File: config.mk
export PLATFORM = sky130hd
export DESIGN_NAME = uop_xor_arbiter
export DESIGN_NICKNAME = d
export VERILOG_FILES = /design/src/rtl/uop_xor_arbiter.sv
export SDC_FILE = /design/constraint.sdc
export NUM_CORES = 1
export LEC_CHECK = 0
export ABC_AREA = 1
export BUFFER_PORTS_ARGS = -buffer_cell sky130_fd_sc_hd__buf_2
export CORE_MARGIN = 2
export CORE_UTILIZATION = 50
export DETAILED_ROUTE_END_ITERATION = 6
export PLACE_DENSITY = 0.92
export SETUP_SLACK_MARGIN = 0.1
export SLEW_MARGIN = 20
export SYNTH_ARGS = -nofsm -noshare
export SYNTH_HDL_FRONTEND = slang
export SYNTH_SLANG_ARGS = --single-unit
File: constraint.sdc
create_clock -name clk -period 2.2 [get_ports clk]
set_input_delay 0.11 -clock clk [delete_from_list [all_inputs] [get_ports clk]]
set_output_delay 0.11 -clock clk [all_outputs]
set_load 0.02 [all_outputs]
File: src/rtl/uop_xor_arbiter.sv
// Round-robin arbiter time-sharing one W-bit gate-level XOR among N requesters; 2-cycle req-to-y_valid latency.
// One operation per 3 cycles; req is sampled only in IDLE, so requesters hold req/operands until their gnt pulse.
module uop_xor_arbiter #(
  parameter int N = 4,
  parameter int W = 8,
  localparam int IDW = (N > 1) ? $clog2(N) : 1
) (
  input  logic             clk,
  input  logic             reset,
  input  logic [N-1:0]     req,
  input  logic [N*W-1:0]   a_in,
  input  logic [N*W-1:0]   b_in,
  output logic [N-1:0]     gnt,
  output logic [W-1:0]     y_out,
  output logic             y_valid,
  output logic [IDW-1:0]   y_id,
  output logic             busy
);

  typedef enum logic [1:0] {IDLE, CALC, DONE} state_t;

  state_t         state_q, state_d;
  logic [IDW-1:0] ptr_q, ptr_d;
  logic [W-1:0]   opa_q, opa_d;
  logic [W-1:0]   opb_q, opb_d;
  logic [IDW-1:0] id_q, id_d;
  logic [N-1:0]   gnt_q, gnt_d;
  logic [W-1:0]   y_q, y_d;
  logic           yv_q, yv_d;
  logic [IDW-1:0] yid_q, yid_d;

  logic           win_found;
  logic [IDW-1:0] win_idx;

  // Shared datapath: each bit is the two-inverter / two-AND / one-OR XOR cell.
  logic [W-1:0] a_n, b_n, t_ab, t_ba, xor_y;

  for (genvar i = 0; i < W; i++) begin : g_xor_cell
    assign a_n[i]   = ~opa_q[i];
    assign b_n[i]   = ~opb_q[i];
    assign t_ab[i]  = opa_q[i] & b_n[i];
    assign t_ba[i]  = a_n[i] & opb_q[i];
    assign xor_y[i] = t_ab[i] | t_ba[i];
  end

  // First set request at or after ptr, wrapping N-1 -> 0.
  always_comb begin
    win_found = 1'b0;
    win_idx   = '0;
    for (int i = 0; i < N; i++) begin
      if (!win_found && req[(int'(ptr_q) + i) % N]) begin
        win_found = 1'b1;
        win_idx   = IDW'((int'(ptr_q) + i) % N);
      end
    end
  end

  always_comb begin
    state_d = state_q;
    ptr_d   = ptr_q;
    opa_d   = opa_q;
    opb_d   = opb_q;
    id_d    = id_q;
    gnt_d   = '0;
    y_d     = y_q;
    yv_d    = 1'b0;
    yid_d   = yid_q;
    case (state_q)
      IDLE: begin
        if (win_found) begin
          opa_d          = a_in[int'(win_idx)*W +: W];
          opb_d          = b_in[int'(win_idx)*W +: W];
          id_d           = win_idx;
          gnt_d[win_idx] = 1'b1;
          state_d        = CALC;
        end
      end
      CALC: begin
        y_d     = xor_y;
        yid_d   = id_q;
        yv_d    = 1'b1;
        ptr_d   = (int'(id_q) == N - 1) ? '0 : id_q + 1'b1;
        state_d = DONE;
      end
      DONE: begin
        state_d = IDLE;
      end
      default: begin
        state_d = IDLE;
      end
    endcase
  end

  always_ff @(posedge clk) begin
    if (reset) begin
      state_q <= IDLE;
      ptr_q   <= '0;
      opa_q   <= '0;
      opb_q   <= '0;
      id_q    <= '0;
      gnt_q   <= '0;
      y_q     <= '0;
      yv_q    <= 1'b0;
      yid_q   <= '0;
    end else begin
      state_q <= state_d;
      ptr_q   <= ptr_d;
      opa_q   <= opa_d;
      opb_q   <= opb_d;
      id_q    <= id_d;
      gnt_q   <= gnt_d;
      y_q     <= y_d;
      yv_q    <= yv_d;
      yid_q   <= yid_d;
    end
  end

  assign gnt     = gnt_q;
  assign y_out   = y_q;
  assign y_valid = yv_q;
  assign y_id    = yid_q;
  assign busy    = (state_q != IDLE);

endmodule

## Word level (Yosys, flattened, before mapping)

Index checks and enable logic that the tools add are counted.

- $lt $le $gt $ge: 6
- Bitwise gates (word level): 45
- Equality and inequality tests: 3
- Add/sub/neg operators: 4
- Shift-type cells: 2
- Muxes and demuxes: 25
- Reductions and logical operators: 14

Operators by type and width:

| kind | number |
|---|---|
| 32-bit by 6-bit variable part select with 8-bit output | 2 |
| 1-bit NOT | 18 |
| 1-bit bitwise AND | 16 |
| 1-bit 2-to-1 mux | 13 |
| 3-bit by 4-bit < comparator with 1-bit output, second input constant | 3 |
| 2-bit 2-to-1 mux | 6 |
| 1-bit binary-select mux with 2-bit select | 4 |
| 1-bit OR | 8 |
| 2-bit by 3-bit < comparator with 1-bit output, second input constant | 2 |
| 2-bit OR reduction | 3 |
| 2-bit by 1-bit adder with 2-bit output, second input constant | 2 |
| 2-bit adder, second input constant | 2 |
| 2-bit by 1-bit == test with 1-bit output, second input constant | 2 |
| 1-bit logical AND | 4 |
| 2-bit one-hot mux with 2 select lines | 1 |
| 1-bit bitwise AND, first input constant | 3 |
| 1-bit zero test | 3 |
| 3-bit OR reduction | 1 |
| 1-bit demux with 2-bit select | 1 |
| 2-bit by 1-bit >= comparator with 1-bit output, second input constant | 1 |
| 2-bit zero test | 1 |
| 2-bit inequality test, second input constant | 1 |
| 2-bit AND reduction | 1 |
| 2-bit nonzero test | 1 |

- Logic and storage cells: 108
- Register bits: 37
- Output and inout bits: 16

## Depth between registers and ports, before layout

- Depth in word-level cells: 18
- Gate-level depth with buffers: 16
- Mapped depth without buffers: 15

## Worst setup path after synthesis

Ideal clock, no wire load.

- Kind: register -> register
- Start point: register ptr_q[0]
- End point: register opa_q[3]
- Buffers on the path: 3
- Data arrival time: 1.564 ns
- Cell stages (with the launch flop): 15
- Library setup time: 0.109 ns
- Path slack: 0.527 ns
- Cells stage by stage: dfxtp_1 -> buf_4 -> nand2_2 -> nand3_1 -> nand2_2 -> nor2_4 -> nand3_1 -> nand3_1 -> nand2_1 -> buf_6 -> buf_6 -> nand2_1 -> nand3_1 -> nand2_1 -> inv_1

- Word-level cells in the longest chain between the ends: 13

RTL lines:

| element | RTL line | RTL |
|---|---|---|
| start, declared | 23 | `logic [IDW-1:0] ptr_q, ptr_d;` |
| start signal, assigned | 107 | `ptr_q <= ptr_d;` |
| 2-bit by 1-bit adder with 2-bit output or 1-bit binary-select mux with 2-bit select (tied branches) | 51, 53 |  |
| 1-bit binary-select mux with 2-bit select or 1-bit 2-to-1 mux (tied branches) | 51 | `if (!win_found && req[(int'(ptr_q) + i) % N]) begin` |
| 1-bit 2-to-1 mux (not written as such) | 51 |  |
| 1-bit 2-to-1 mux (not written as such) or 1-bit zero test (tied branches) | 51 |  |
| 1-bit logical AND | 51 |  |
| 1-bit 2-to-1 mux | 51 |  |
| 1-bit zero test | 51 |  |
| 1-bit logical AND | 51 |  |
| 1-bit 2-to-1 mux | 51 |  |
| 1-bit zero test | 51 |  |
| 1-bit logical AND | 51 |  |
| 2-bit 2-to-1 mux or 1-bit 2-to-1 mux (tied branches) | 51 |  |
| 32-bit by 6-bit variable part select with 8-bit output or 2-bit AND reduction (tied branches) | - |  |
| end signal, assigned | 108 | `opa_q <= opa_d;` |
| end, declared | 24 | `logic [W-1:0] opa_q, opa_d;` |

Several ways; a longest one is shown, not always the timed one. The select of a mux whose other input is x is not followed.
A chain may end at the register's enable or synchronous reset.

## Final worst setup path

- Start point: register ptr_q[0]
- End point: register opb_q[6]

- Word-level cells in the longest chain between the ends: 13

RTL lines:

| element | RTL line | RTL |
|---|---|---|
| 2-bit by 1-bit adder with 2-bit output or 1-bit binary-select mux with 2-bit select (tied branches) | 51, 53 |  |
| 1-bit binary-select mux with 2-bit select or 1-bit 2-to-1 mux (tied branches) | 51 |  |
| 1-bit 2-to-1 mux (not written as such) | 51 |  |
| 1-bit 2-to-1 mux (not written as such) or 1-bit zero test (tied branches) | 51 |  |
| 1-bit logical AND | 51 |  |
| 1-bit 2-to-1 mux | 51 |  |
| 1-bit zero test | 51 |  |
| 1-bit logical AND | 51 |  |
| 1-bit 2-to-1 mux | 51 |  |
| 1-bit zero test | 51 |  |
| 1-bit logical AND | 51 |  |
| 2-bit 2-to-1 mux or 1-bit 2-to-1 mux (tied branches) | 51 |  |
| 32-bit by 6-bit variable part select with 8-bit output or 2-bit AND reduction (tied branches) | - |  |
| end signal, assigned | 109 | `opb_q <= opb_d;` |
| end, declared | 25 | `logic [W-1:0] opb_q, opb_d;` |

Several ways; a longest one is shown, not always the timed one. The select of a mux whose other input is x is not followed.

==> flow_summary.ini <==
[setup_path]
timing.rr.end = opb_q[6]
rr_startpoint = ptr_q[0]
crit_path_cell_trace = inv_2 -> nand2_1 -> nand3_1 -> nand2_1 -> nand2_1 -> nand2_1 -> nand2_4 -> buf_8 -> nand4_1 -> nand2_1 -> nand2_1 -> nand3_1 -> nand2_1 -> inv_1
crit_slowest_cell = dfxtp_4
worst_setup_path_end_kind = flip-flop
cp-endpoint = opb_q[6]
arrival_ns = 2.25
max_stage_delay_ns = 0.37
r2r_cells = 14
rrSetupSlack_ns = 0.19
cp-start-kind = flip-flop
crit_path_frequent_cell = nand2_1
startpoint = ptr_q[0]
critPathKind = flip-flop to flip-flop
crit_path_max_fanout = 32
cp_data_required_time_ns = 2.44

[timing]
post-route-min-period_ns = 2.011
hold_viol_final = 0
fin_tns_setup_ns = 0
worstMarginPinSlew_ns = 0.4112
max_freq_mhz = 497.3
rsz0062_at_grt = true
finalClockSkew_ns = 0.003575
slew_headroom = 0.7258
finalSetupViolations = 0
slew_viol_final = 0
fin_crit_sh = 0.9141

[logic_synthesis]
syn_area_sq_um = 2380
syn_nets = 458
synth_mux_area_frac = 0
yosys.area_share.adder = 0.005258
synth_top_family_by_area = simple AND/OR/NAND/NOR gates
synthXorXnorAreaFrac = 0.02944
synth.distinct_cells = 24
synth_compound_area_frac = 0.05415
yosysSeqAreaShare = 0.3113
avgSynthCellArea_sq_um = 6.149
yosys_register_bits = 37
synth-simple-area-share = 0.4848
synth_warnings = 0
synthCells = 387

[pwr]
vdd_ir_drop_max_mv = 0.5713
power_mw = 4.299
cellPowerDensity_nw_per_um2 = 1422
p_leak_nw = 1.712

[placed_design]
gp_congestion = 0.8937
numPortBuffers = 85
hpwlAfterDp_mm = 4.660

[hold_path]
whs_path_depth = 7
min_from = b_in[17]
worstHoldPathType = input pin to flip-flop

[grt]
grt_usage = 0.2555
grt_first_pass_wirelength_mm = 10.63
grt-ovfl-total = 0
grt_start_max_net_pins = 36
grt_pass1_vias = 2475
antenna_found_initial = 0

[run_status]
status = complete, no violations

[clocking]
clk_pin_slew_ns = 0.07
root_buffer = clkbuf_8
cts_tree = yes
cts_sinks = 37
numCtsBuffers = 5
clockBufferDepth = 2
clkLatencyLatePin_ns = 0.29
h-tree-depth = 2
hold_buffers = 0

[routing]
wl_per_cell_um = 12.90
first_iter_violations = 254
vias = 2840
drc_errors = 0
drt-total-wl_mm = 6.771
avgViaCountPerCell = 5.410
antenna_left = 0
drt-pass1-iter-count = 5

[floorplan]
io-pin-count = 86
initial_utilization = 0.5106
placementRows = 25
die_w_um = 72.99
die_h_um = 72.99
core_area_sq_um = 4661
dieArea_sq_um = 5328

[run]
drv_cap = 0

[final_layout]
fillers = 394
utilization = 0.6489
area.growth.synth_to_final_pct = 27.08
fin_nets = 541
final_common_cell = nand2_1
mostFrequentLayoutCells = nand2_1, buf_2, nor2_1
num_antenna_cells = 0
drive_gt1_frac = 0.2611
## worst max-delay path: cells and delay by family (launching register included)
family                 cells  cell delay [ns]
DFF                        1             0.37
buffers and inverters      3             0.41
and+or+nand+nor           11             1.15
## power by group
part           internal (mW)  switching, mW  total [mW]
Clock                  0.369          0.230       0.599
Combinational          0.942           1.67        2.61
Sequential             0.922          0.166        1.09
## cell families (layout without fill, tap and decap cells)
logic type               count (synthesis)  count (layout)
AO/OA/AOI/OAI                           25              25
buffers and inverters                   56             137
adder cells (fa/ha/maj)                  1               1
XOR/XNOR                                 8               8
flip-flops                              37              37
AND/OR/NAND/NOR                        260             263
## Yosys cell counts
library cell	count	area, sq um
dfxtp_1	37	740.7
nor3_1	4	20.02
clkinv_1	1	3.750
a21oi_1	13	65.06
clkbuf_1	5	18.77
nand2_1	151	566.8
nand3_4	2	35.03
xnor2_1	8	70.07
ha_1	1	12.51
nand3b_1	1	7.510
o21ai_1	1	5.000
nor2_1	40	150.1
nand3_1	21	105.1
nand3_2	2	20.02
o21ai_0	10	50.05
nor2_4	1	11.26
inv_1	27	101.4
buf_2	12	60.06
nand2_2	5	31.28
o21ai_2	1	8.760
buf_4	1	7.510
nand4_1	33	206.5
buf_6	6	67.56
inv_2	4	15.01
## stage by stage
| stage | hold slack (ns) | setup slack (ns) | cell area (sq um) | instances |
|---|---|---|---|---|
| 2_1_floorplan | 0.1939 | 0.5274 | 2380 | 387 |
| 3_3_place_gp | 0.4504 | 0.1689 | 2791 | 510 |
| 3_5_place_dp | 0.4703 | 0.06480 | 2791 | 510 |
| 4_1_cts | 0.2037 | 0.1084 | 2929 | 519 |
| 5_1_grt | 0.2355 | 0.04182 | 3024 | 525 |
| 6_report | 0.2054 | 0.1890 | 3024 | 525 |
## cell type report
cell class / count / area (sq um) / share of cell area
Inverter: 32 / 122.6 / 0.04055
Clock buffer: 7 / 86.33 / 0.02855
Clock inverter: 1 / 30.03 / 0.009930
Timing Repair Buffer: 97 / 550.5 / 0.1820
Multi-Input combinational cell: 297 / 1423 / 0.4704
Sequential cell: 37 / 744.5 / 0.2462
Tap cell: 54 / 67.56 / 0.02234
## registers in the layout (all words and copies together) (netlist names)
register,cells
opb_q,8
state_q,2
y_valid,1
y_out,8
id_q,2
y_id,2
ptr_q,2
gnt,4
opa_q,8
## per-layer routing
layer  up-vias  global-route usage  routed length (um)
met1      1255              0.3145                2753
met3        19             0.06768                 564
li1       1412                   -                   -
met5         -                   0                   0
met4         0              0.1214                 212
met2       154              0.4134                3241
## timing repair
item | in CTS | in global routing
gates cloned | 1 | 2
gates resized for setup | 2 | 12
setup buffers | 0 | 4
pin swaps | 1 | 3
endpoints found under the setup margin | 14 | 20
## worst min path at each step
stage	to
6_report	opb_q[1]
5_1_grt	y_valid
4_1_cts	opb_q[2]
3_5_place_dp	y_id[0]
3_3_place_gp	y_id[0]
2_1_floorplan	state_q[0]
No activity file was read; power rests on OpenSTA's default activity.
